### src/rtl/echo_adc_capture.sv
// Receive-side ADC capture: one serial read per AD_start strobe, per-cycle
// sample indexing and first-echo (time-of-flight) latching.
module echo_adc_capture #(
   parameter int ADC_BITS = 12,
   parameter int SCLK_DIV = 1,
   parameter int IDX_W    = 12,
   parameter int HOLDOFF  = 2
) (
   input  logic                clk_50M,
   input  logic                rst_n,
   input  logic                sys_start_pulse,
   input  logic                AD_start,
   input  logic [ADC_BITS-1:0] threshold,
   input  logic                adc_sdo,
   output logic                adc_cs_n,
   output logic                adc_sclk,
   output logic                busy,
   output logic                sample_valid,
   output logic [ADC_BITS-1:0] sample_data,
   output logic [IDX_W-1:0]    sample_idx,
   output logic                echo_found,
   output logic [IDX_W-1:0]    echo_idx,
   output logic                overrun
);

   localparam int PH_W  = (SCLK_DIV > 1) ? $clog2(SCLK_DIV) : 1;
   localparam int BIT_W = (ADC_BITS > 1) ? $clog2(ADC_BITS) : 1;
   localparam logic [PH_W-1:0]  PH_LAST  = PH_W'(SCLK_DIV - 1);
   localparam logic [BIT_W-1:0] BIT_LAST = BIT_W'(ADC_BITS - 1);
   localparam logic [IDX_W-1:0] IDX_MAX  = '1;
   localparam logic [IDX_W-1:0] HOLD_IDX = IDX_W'(HOLDOFF);

   typedef enum logic {IDLE, SHIFT} state_t;

   state_t              state, state_nxt;
   logic [PH_W-1:0]     phase, phase_nxt;
   logic [BIT_W-1:0]    bit_cnt, bit_cnt_nxt;
   logic [ADC_BITS-1:0] shreg, shreg_nxt;
   logic [IDX_W-1:0]    idx, idx_nxt;
   logic                cs_n_nxt, sclk_nxt, busy_nxt, valid_nxt;
   logic [ADC_BITS-1:0] data_nxt;
   logic [IDX_W-1:0]    sample_idx_nxt, echo_idx_nxt;
   logic                echo_found_nxt, overrun_nxt;

   always_ff @(posedge clk_50M or negedge rst_n) begin
      if (!rst_n) begin
         state        <= IDLE;
         phase        <= '0;
         bit_cnt      <= '0;
         shreg        <= '0;
         idx          <= '0;
         adc_cs_n     <= 1'b1;
         adc_sclk     <= 1'b0;
         busy         <= 1'b0;
         sample_valid <= 1'b0;
         sample_data  <= '0;
         sample_idx   <= '0;
         echo_found   <= 1'b0;
         echo_idx     <= '0;
         overrun      <= 1'b0;
      end else begin
         state        <= state_nxt;
         phase        <= phase_nxt;
         bit_cnt      <= bit_cnt_nxt;
         shreg        <= shreg_nxt;
         idx          <= idx_nxt;
         adc_cs_n     <= cs_n_nxt;
         adc_sclk     <= sclk_nxt;
         busy         <= busy_nxt;
         sample_valid <= valid_nxt;
         sample_data  <= data_nxt;
         sample_idx   <= sample_idx_nxt;
         echo_found   <= echo_found_nxt;
         echo_idx     <= echo_idx_nxt;
         overrun      <= overrun_nxt;
      end
   end

   always_comb begin
      state_nxt      = state;
      phase_nxt      = phase;
      bit_cnt_nxt    = bit_cnt;
      shreg_nxt      = shreg;
      idx_nxt        = idx;
      cs_n_nxt       = adc_cs_n;
      sclk_nxt       = adc_sclk;
      busy_nxt       = busy;
      valid_nxt      = 1'b0;
      data_nxt       = sample_data;
      sample_idx_nxt = sample_idx;
      echo_found_nxt = echo_found;
      echo_idx_nxt   = echo_idx;
      overrun_nxt    = overrun;

      // The cycle marker wins over everything, including a coincident strobe.
      if (sys_start_pulse) begin
         state_nxt      = IDLE;
         cs_n_nxt       = 1'b1;
         sclk_nxt       = 1'b0;
         busy_nxt       = 1'b0;
         idx_nxt        = '0;
         echo_found_nxt = 1'b0;
         echo_idx_nxt   = '0;
         overrun_nxt    = 1'b0;
      end else begin
         case (state)
            IDLE: begin
               if (AD_start) begin
                  state_nxt   = SHIFT;
                  cs_n_nxt    = 1'b0;
                  sclk_nxt    = 1'b0;
                  busy_nxt    = 1'b1;
                  phase_nxt   = '0;
                  bit_cnt_nxt = '0;
                  shreg_nxt   = '0;
               end
            end
            SHIFT: begin
               if (AD_start) overrun_nxt = 1'b1;
               if (phase == PH_LAST) begin
                  phase_nxt = '0;
                  sclk_nxt  = !adc_sclk;
                  if (!adc_sclk) begin
                     shreg_nxt = {shreg[ADC_BITS-2:0], adc_sdo};
                  end else if (bit_cnt == BIT_LAST) begin
                     // End of the last high phase: word is complete.
                     state_nxt      = IDLE;
                     cs_n_nxt       = 1'b1;
                     sclk_nxt       = 1'b0;
                     busy_nxt       = 1'b0;
                     valid_nxt      = 1'b1;
                     data_nxt       = shreg;
                     sample_idx_nxt = idx;
                     if (idx != IDX_MAX) idx_nxt = idx + 1'b1;
                     if (!echo_found && idx >= HOLD_IDX && shreg >= threshold) begin
                        echo_found_nxt = 1'b1;
                        echo_idx_nxt   = idx;
                     end
                  end else begin
                     bit_cnt_nxt = bit_cnt + 1'b1;
                  end
               end else begin
                  phase_nxt = phase + 1'b1;
               end
            end
            default: state_nxt = IDLE;
         endcase
      end
   end

endmodule

### config.mk
export PLATFORM = sky130hd
export DESIGN_NAME = echo_adc_capture
export DESIGN_NICKNAME = d
export VERILOG_FILES = /design/src/rtl/echo_adc_capture.sv
export SDC_FILE = /design/constraint.sdc
export NUM_CORES = 1
export LEC_CHECK = 0
export CORE_MARGIN = 1
export CORE_UTILIZATION = 57
export CTS_CLUSTER_DIAMETER = 30
export DETAILED_ROUTE_END_ITERATION = 8
export PLACE_DENSITY = 0.93
export SKIP_LAST_GASP = 1
export SLEW_MARGIN = 20
export SYNTH_ARGS = -nofsm -noshare
export SYNTH_HDL_FRONTEND = slang
export SYNTH_SLANG_ARGS = --single-unit
### constraint.sdc
create_clock -name clk_50M -period 3.7 [get_ports clk_50M]
set_input_delay 1.11 -clock clk_50M [delete_from_list [all_inputs] [get_ports clk_50M]]
set_output_delay 1.11 -clock clk_50M [all_outputs]
set_load 0.03 [all_outputs]
== Word-level counts from Yosys, hierarchy flattened ==
Cells that the tools add are included.

* Add/sub/neg operators: 3
* Magnitude comparators: 2
* Equal/unequal tests: 12
* Multiplexer cells: 59
* Bitwise gates (word level): 3
* Reduce and logical (&&, ||, !) cells: 19

{| class="wikitable"
|+ Operators by type and width
! operator !! count
|-
| two-way mux 12 bit || 15
|-
| two-way mux 1 bit || 33
|-
| case mux 12 bit (2 select lines) || 1
|-
| AND reduction 5 bit || 4
|-
| two-way mux 4 bit || 4
|-
| adder 12 x 1 -> 12 bit (second input constant) || 1
|-
| >= comparator 12 bit || 1
|-
| >= comparator 12 x 2 -> 1 bit (second input constant) || 1
|-
| inequality test 12 bit (second input constant) || 1
|-
| inequality test 2 bit (second input constant) || 6
|-
| nonzero test 2 bit || 6
|-
| case mux 1 bit (2 select lines) || 5
|-
| inequality test 3 bit (second input constant) || 3
|-
| case mux 4 bit (2 select lines) || 1
|-
| AND reduction 4 bit || 2
|-
| AND reduction 2 bit || 3
|-
| adder 4 x 1 -> 4 bit (second input constant) || 1
|-
| == test 4 bit (second input constant) || 1
|-
| inequality test 3 x 2 -> 1 bit (second input constant) || 1
|-
| NOT 1 bit || 3
|-
| logical AND 1 bit || 2
|-
| zero test 1 bit || 2
|-
| adder 1 bit (second input constant) || 1
|}

* Register bits after elaboration: 72
* Input port bits: 17
* Output and inout port bits: 42

== Longest topological paths before layout ==
* Word-level depth: 9
* Gate-level depth with buffers: 9
* Mapped depth without buffers: 7

== Worst setup path after synthesis ==
OpenSTA, ideal clock, no wires.

* Path type: input -> register
* Start: input threshold[5]
* End: register echo_idx[0]
* Library setup time: 0.087 ns
* Arrival time: 2.489 ns
* Required time: 3.613 ns
* Setup slack: 1.124 ns
* Stages: 9
* Cells stage by stage: inv_1 -> ha_1 -> a21oi_1 -> o21ai_1 -> and2_1 -> clkbuf_1 -> clkbuf_1 -> or3_1 -> o211ai_1

* Cells in the longest elaborated chain, start to end: 4

{| class="wikitable"
|+ RTL lines
! item !! RTL line !! source
|-
| start, declared || 13 || <nowiki>input logic [ADC_BITS-1:0] threshold,</nowiki>
|-
| >= comparator 12 bit || 135 || <nowiki>if (!echo_found && idx >= HOLD_IDX && shreg >= threshold) begin</nowiki>
|-
| logical AND 1 bit || 135 ||
|-
| nonzero test 2 bit (no source line) || n/a ||
|-
| AND reduction 5 bit (no source line) || n/a ||
|-
| end signal, assigned || 74 || <nowiki>echo_idx <= echo_idx_nxt;</nowiki>
|-
| end, declared || 22 || <nowiki>output logic [IDX_W-1:0] echo_idx,</nowiki>
|}

Every way passes these cells.
A chain may end at the register's enable or synchronous reset.

== Worst setup path in the final report ==
* Start: input threshold[11]
* End: register echo_found

* Cells in the longest elaborated chain, start to end: 4

{| class="wikitable"
|+ RTL lines
! item !! RTL line !! source
|-
| >= comparator 12 bit || 135 ||
|-
| logical AND 1 bit || 135 ||
|-
| nonzero test 2 bit (no source line) || n/a ||
|-
| AND reduction 5 bit (no source line) || n/a ||
|-
| end signal, assigned || 73 || <nowiki>echo_found <= echo_found_nxt;</nowiki>
|-
| end, declared || 21 || <nowiki>output logic echo_found,</nowiki>
|}

Every way passes these cells.

==> flow_metrics.py <==
metrics = {
    "synth": {
        "postSynth.asyncResetShare_pct": 100,
        "synthDominantCellAreaShare_pct": 50.2,
        "syn_area_per_cell_um2": 10.9,
        "synth-seq-cells": 71,
        "synth.distinct_cells": 44,
        "synth_edf_count": 0,
        "ys_dominant_reg_cell": "dfrtp_1",
        "ys_seq_area_share_pct": 50.9,
        "syn-num-nets": 352,
        "netlist_instances": 320,
        "netlist_top_cells_area": "dfrtp_1 50%, mux2_2 7.7%, ha_1 5.4%, a22o_1 3.5%, o211ai_1 2.8%",
        "syn_area_um2": 3490,
        "synth_top_cell_by_area": "dfrtp_1",
        "ys_warn_count": 0,
    },
    "drt": {
        "vias": 2750,
        "avgRoutedWirePerCell_um": 17.1,
        "drtIter0Drc": 232,
        "route.final.wire_length_mm": 7.74,
        "dr.pass1.iters": 5,
        "avgViaCountPerCell": 6.07,
        "ant_nets": 0,
        "post-route-drc-count": 0,
    },
    "place": {
        "gp_congestion": 0.855,
        "portBuffers": 58,
        "dpl.cell_count": 437,
        "dp_hpwl_mm": 5.21,
    },
    "hold_path": {
        "holdPathStages": 1,
        "min_to": "sample_data[4]$_DFFE_PN0P_",
        "min_path_type": "flop to flop",
        "min_from": "sample_data[4]$_DFFE_PN0P_",
    },
    "critical_path": {
        "crit_fanout": 25,
        "reg2reg_depth": 6,
        "path_cells": "clkdlybuf4s50_1 -> inv_1 -> ha_1 -> nand2_1 -> nor2_1 -> and2_1 -> o21ai_0 -> a21oi_1",
        "crit_required_ps": 3970,
        "cp-end-kind": "flop",
        "cp.buffers_inverters": 2,
        "r2r_end": "echo_found$_DFFE_PN0P_",
        "crit_slowest_cell": "and2_1",
        "rrSetupSlack_ps": 1570,
        "cp.arrival_ps": 3200,
        "max_stage_delay_ps": 660,
        "r2r-start": "shreg[9]$_DFFE_PN0P_",
        "critPathKind": "input port to flop",
        "crit_family": "simple AND/OR/NAND/NOR gates",
        "worstSetupStartpointType": "input port",
    },
    "layout": {
        "drive_above_1_share_pct": 13.8,
        "stdcell_count": 453,
        "nets": 405,
        "area_growth_pct": 24.0,
        "diodes": 0,
    },
    "clock_network": {
        "clockBufferDepth": 2,
        "cts_buffers": 9,
        "cts_resized": 0,
        "holdBufCountCts": 0,
        "cts_root_buf": "clkbuf_8",
        "cts_sinks": 71,
        "insertion_delay_ps": 340,
        "clk_pin_slew_ps": 70,
        "cts_tree": "done",
        "post_cts_buffers": 0,
        "htree_levels": 3,
    },
    "sta": {
        "finalSetupViolations": 0,
        "slew_viol_final": 0,
        "setup_tns_ps": 0,
        "rsz0062_at_grt": "false",
        "skew_ps": 5.74,
        "fin_crit_ps": 2930,
        "fmax_mhz": 342,
        "relSlewSlack_pct": 42.1,
        "worst_pin_slew_ps": 869,
        "timing.final.hold_violations": 0,
        "fin_crit_sh_pct": 79.1,
    },
    "die": {
        "die_w_um": 80.3,
        "die_height_um": 80.3,
        "initial_core_util_pct": 59.0,
        "die_area_um2": 6440,
        "coreArea_um2": 5920,
        "rows": 28,
        "boundaryPins": 59,
    },
    "grt": {
        "top_usage_layer": "met2",
        "grt_use_met1_pct": 36.1,
        "antenna_found_initial": 0,
        "met3_usage_pct": 3.86,
        "gr-usage-all-layers_pct": 26.4,
        "grt_pass1_vias": 2622,
        "grt-ovfl-total": 0,
        "grt_pass1_wl_mm": 12.8,
        "grt_max_degree": 72,
        "groute.layer.met2.usage_pct": 40.7,
    },
    "power_and_ir_drop": {
        "leakagePower_nw": 1.94,
        "ir_drop_v": 0.000281,
        "power.density_nw_per_um2": 371,
    },
    "run_status": {
        "status": "finished clean",
    },
    "flow_run": {
        "cap_violations": 0,
    },
}
-- cell type report --
cell class | count | area (µm²)
Tap cell | 75 | 93.8
Inverter | 20 | 75.1
Sequential cell | 71 | 1780
Multi-Input combinational cell | 208 | 1550
Clock inverter | 3 | 65.1
Timing Repair Buffer | 63 | 613
Fill cell | 377 | 1590
Clock buffer | 13 | 159
-- kinds of logic after synthesis --
logic type	count (synthesis)	share of synthesized area, %
simple gates	94	14.5
flops	71	50.9
compound gates	62	13.3
buf+inv	41	4.80
mux	26	8.31
xor+xnor	11	2.76
fa+ha+maj	15	5.37
-- registers in the layout, summed over array words and instances, names as in the netlist --
name,flops
echo_idx,12
idx,12
sample_data,12
sample_idx,12
shreg,12
bit_cnt,4
adc_cs_n,1
adc_sclk,1
busy,1
echo_found,1
overrun,1
sample_valid,1
state,1
-- layer usage --
metal | routed length, µm | up-vias | part of all wire, %
met3 | 368 | 22 | 4.8
met4 | 253 | 0 | 3.3
li1 | - | 1267 | -
met1 | 3430 | 1363 | 44
met5 | 0 | - | 0
met2 | 3690 | 98 | 48
-- synth_stat cells (8+ instances only) --
| master | number |
|---|---|
| inv_1 | 20 |
| or3_1 | 12 |
| o211ai_1 | 13 |
| clkbuf_1 | 14 |
| o2111ai_1 | 11 |
| mux2_2 | 24 |
| a21oi_1 | 9 |
| nor2_1 | 21 |
| ha_1 | 15 |
| xnor2_1 | 8 |
| a22o_1 | 14 |
| nand2_1 | 23 |
| dfrtp_1 | 70 |
-- power breakdown --
| group | total, W | switching [W] | internal [W] |
|---|---|---|---|
| Clock | 0.000691 | 0.000275 | 0.000416 |
| Sequential | 0.000807 | 0.0000179 | 0.000789 |
| Combinational | 0.000108 | 0.0000622 | 0.0000453 |
| Total | 0.00161 | 0.000355 | 0.00125 |
-- through the flow --
| stage | instance area [µm²] | util (%) | worst slack [ps] | total power, W | hold WS (ps) |
|---|---|---|---|---|---|
| floorplan | 3490 | - | 1120 | 0.000870 | 494 |
| global placement | 4110 | 69.4 | 594 | 0.000919 | 491 |
| detailed placement | 4110 | 69.4 | 513 | 0.000927 | 495 |
| CTS | 4330 | 73.1 | 852 | 0.00161 | 515 |
| global route | 4330 | 73.1 | 564 | 0.00166 | 527 |
| finish | 4330 | 73.1 | 773 | 0.00161 | 512 |
-- layout by cell type, fill, tap and decap left out, drive strengths merged, types with 3 or more instances in the layout --
master	Yosys	routed
a21oi	9	9
a22o	14	14
and3	3	3
buf	7	6
clkbuf	14	13
clkdlybuf4s50	0	57
dfrtp	70	70
ha	15	15
inv	20	20
mux2	24	24
nand2	24	24
nand3	5	5
nand4	4	4
nor2	22	22
nor3	3	3
nor3b	5	5
nor4	5	5
o2111ai	11	11
o211ai	13	13
o21ai	7	7
or3	12	12
xnor2	8	8
xor2	3	3
-- how the worst max path moves through the flow --
| stage | end | from | slack (ps) | depth (start not counted) |
|---|---|---|---|---|
| after detailed placement | echo_found$_DFFE_PN0P_ | threshold[9] | 510 | 8 |
| after floorplan | echo_idx[0]$_DFFE_PN0P_ | threshold[5] | 1120 | 9 |
| after CTS | echo_idx[0]$_DFFE_PN0P_ | threshold[11] | 850 | 8 |
| after global routing | echo_found$_DFFE_PN0P_ | threshold[11] | 560 | 8 |
| final | echo_found$_DFFE_PN0P_ | threshold[11] | 770 | 8 |
| after global placement | echo_idx[10]$_DFFE_PN0P_ | threshold[5] | 590 | 8 |
Power figures use the tool's default switching activity.
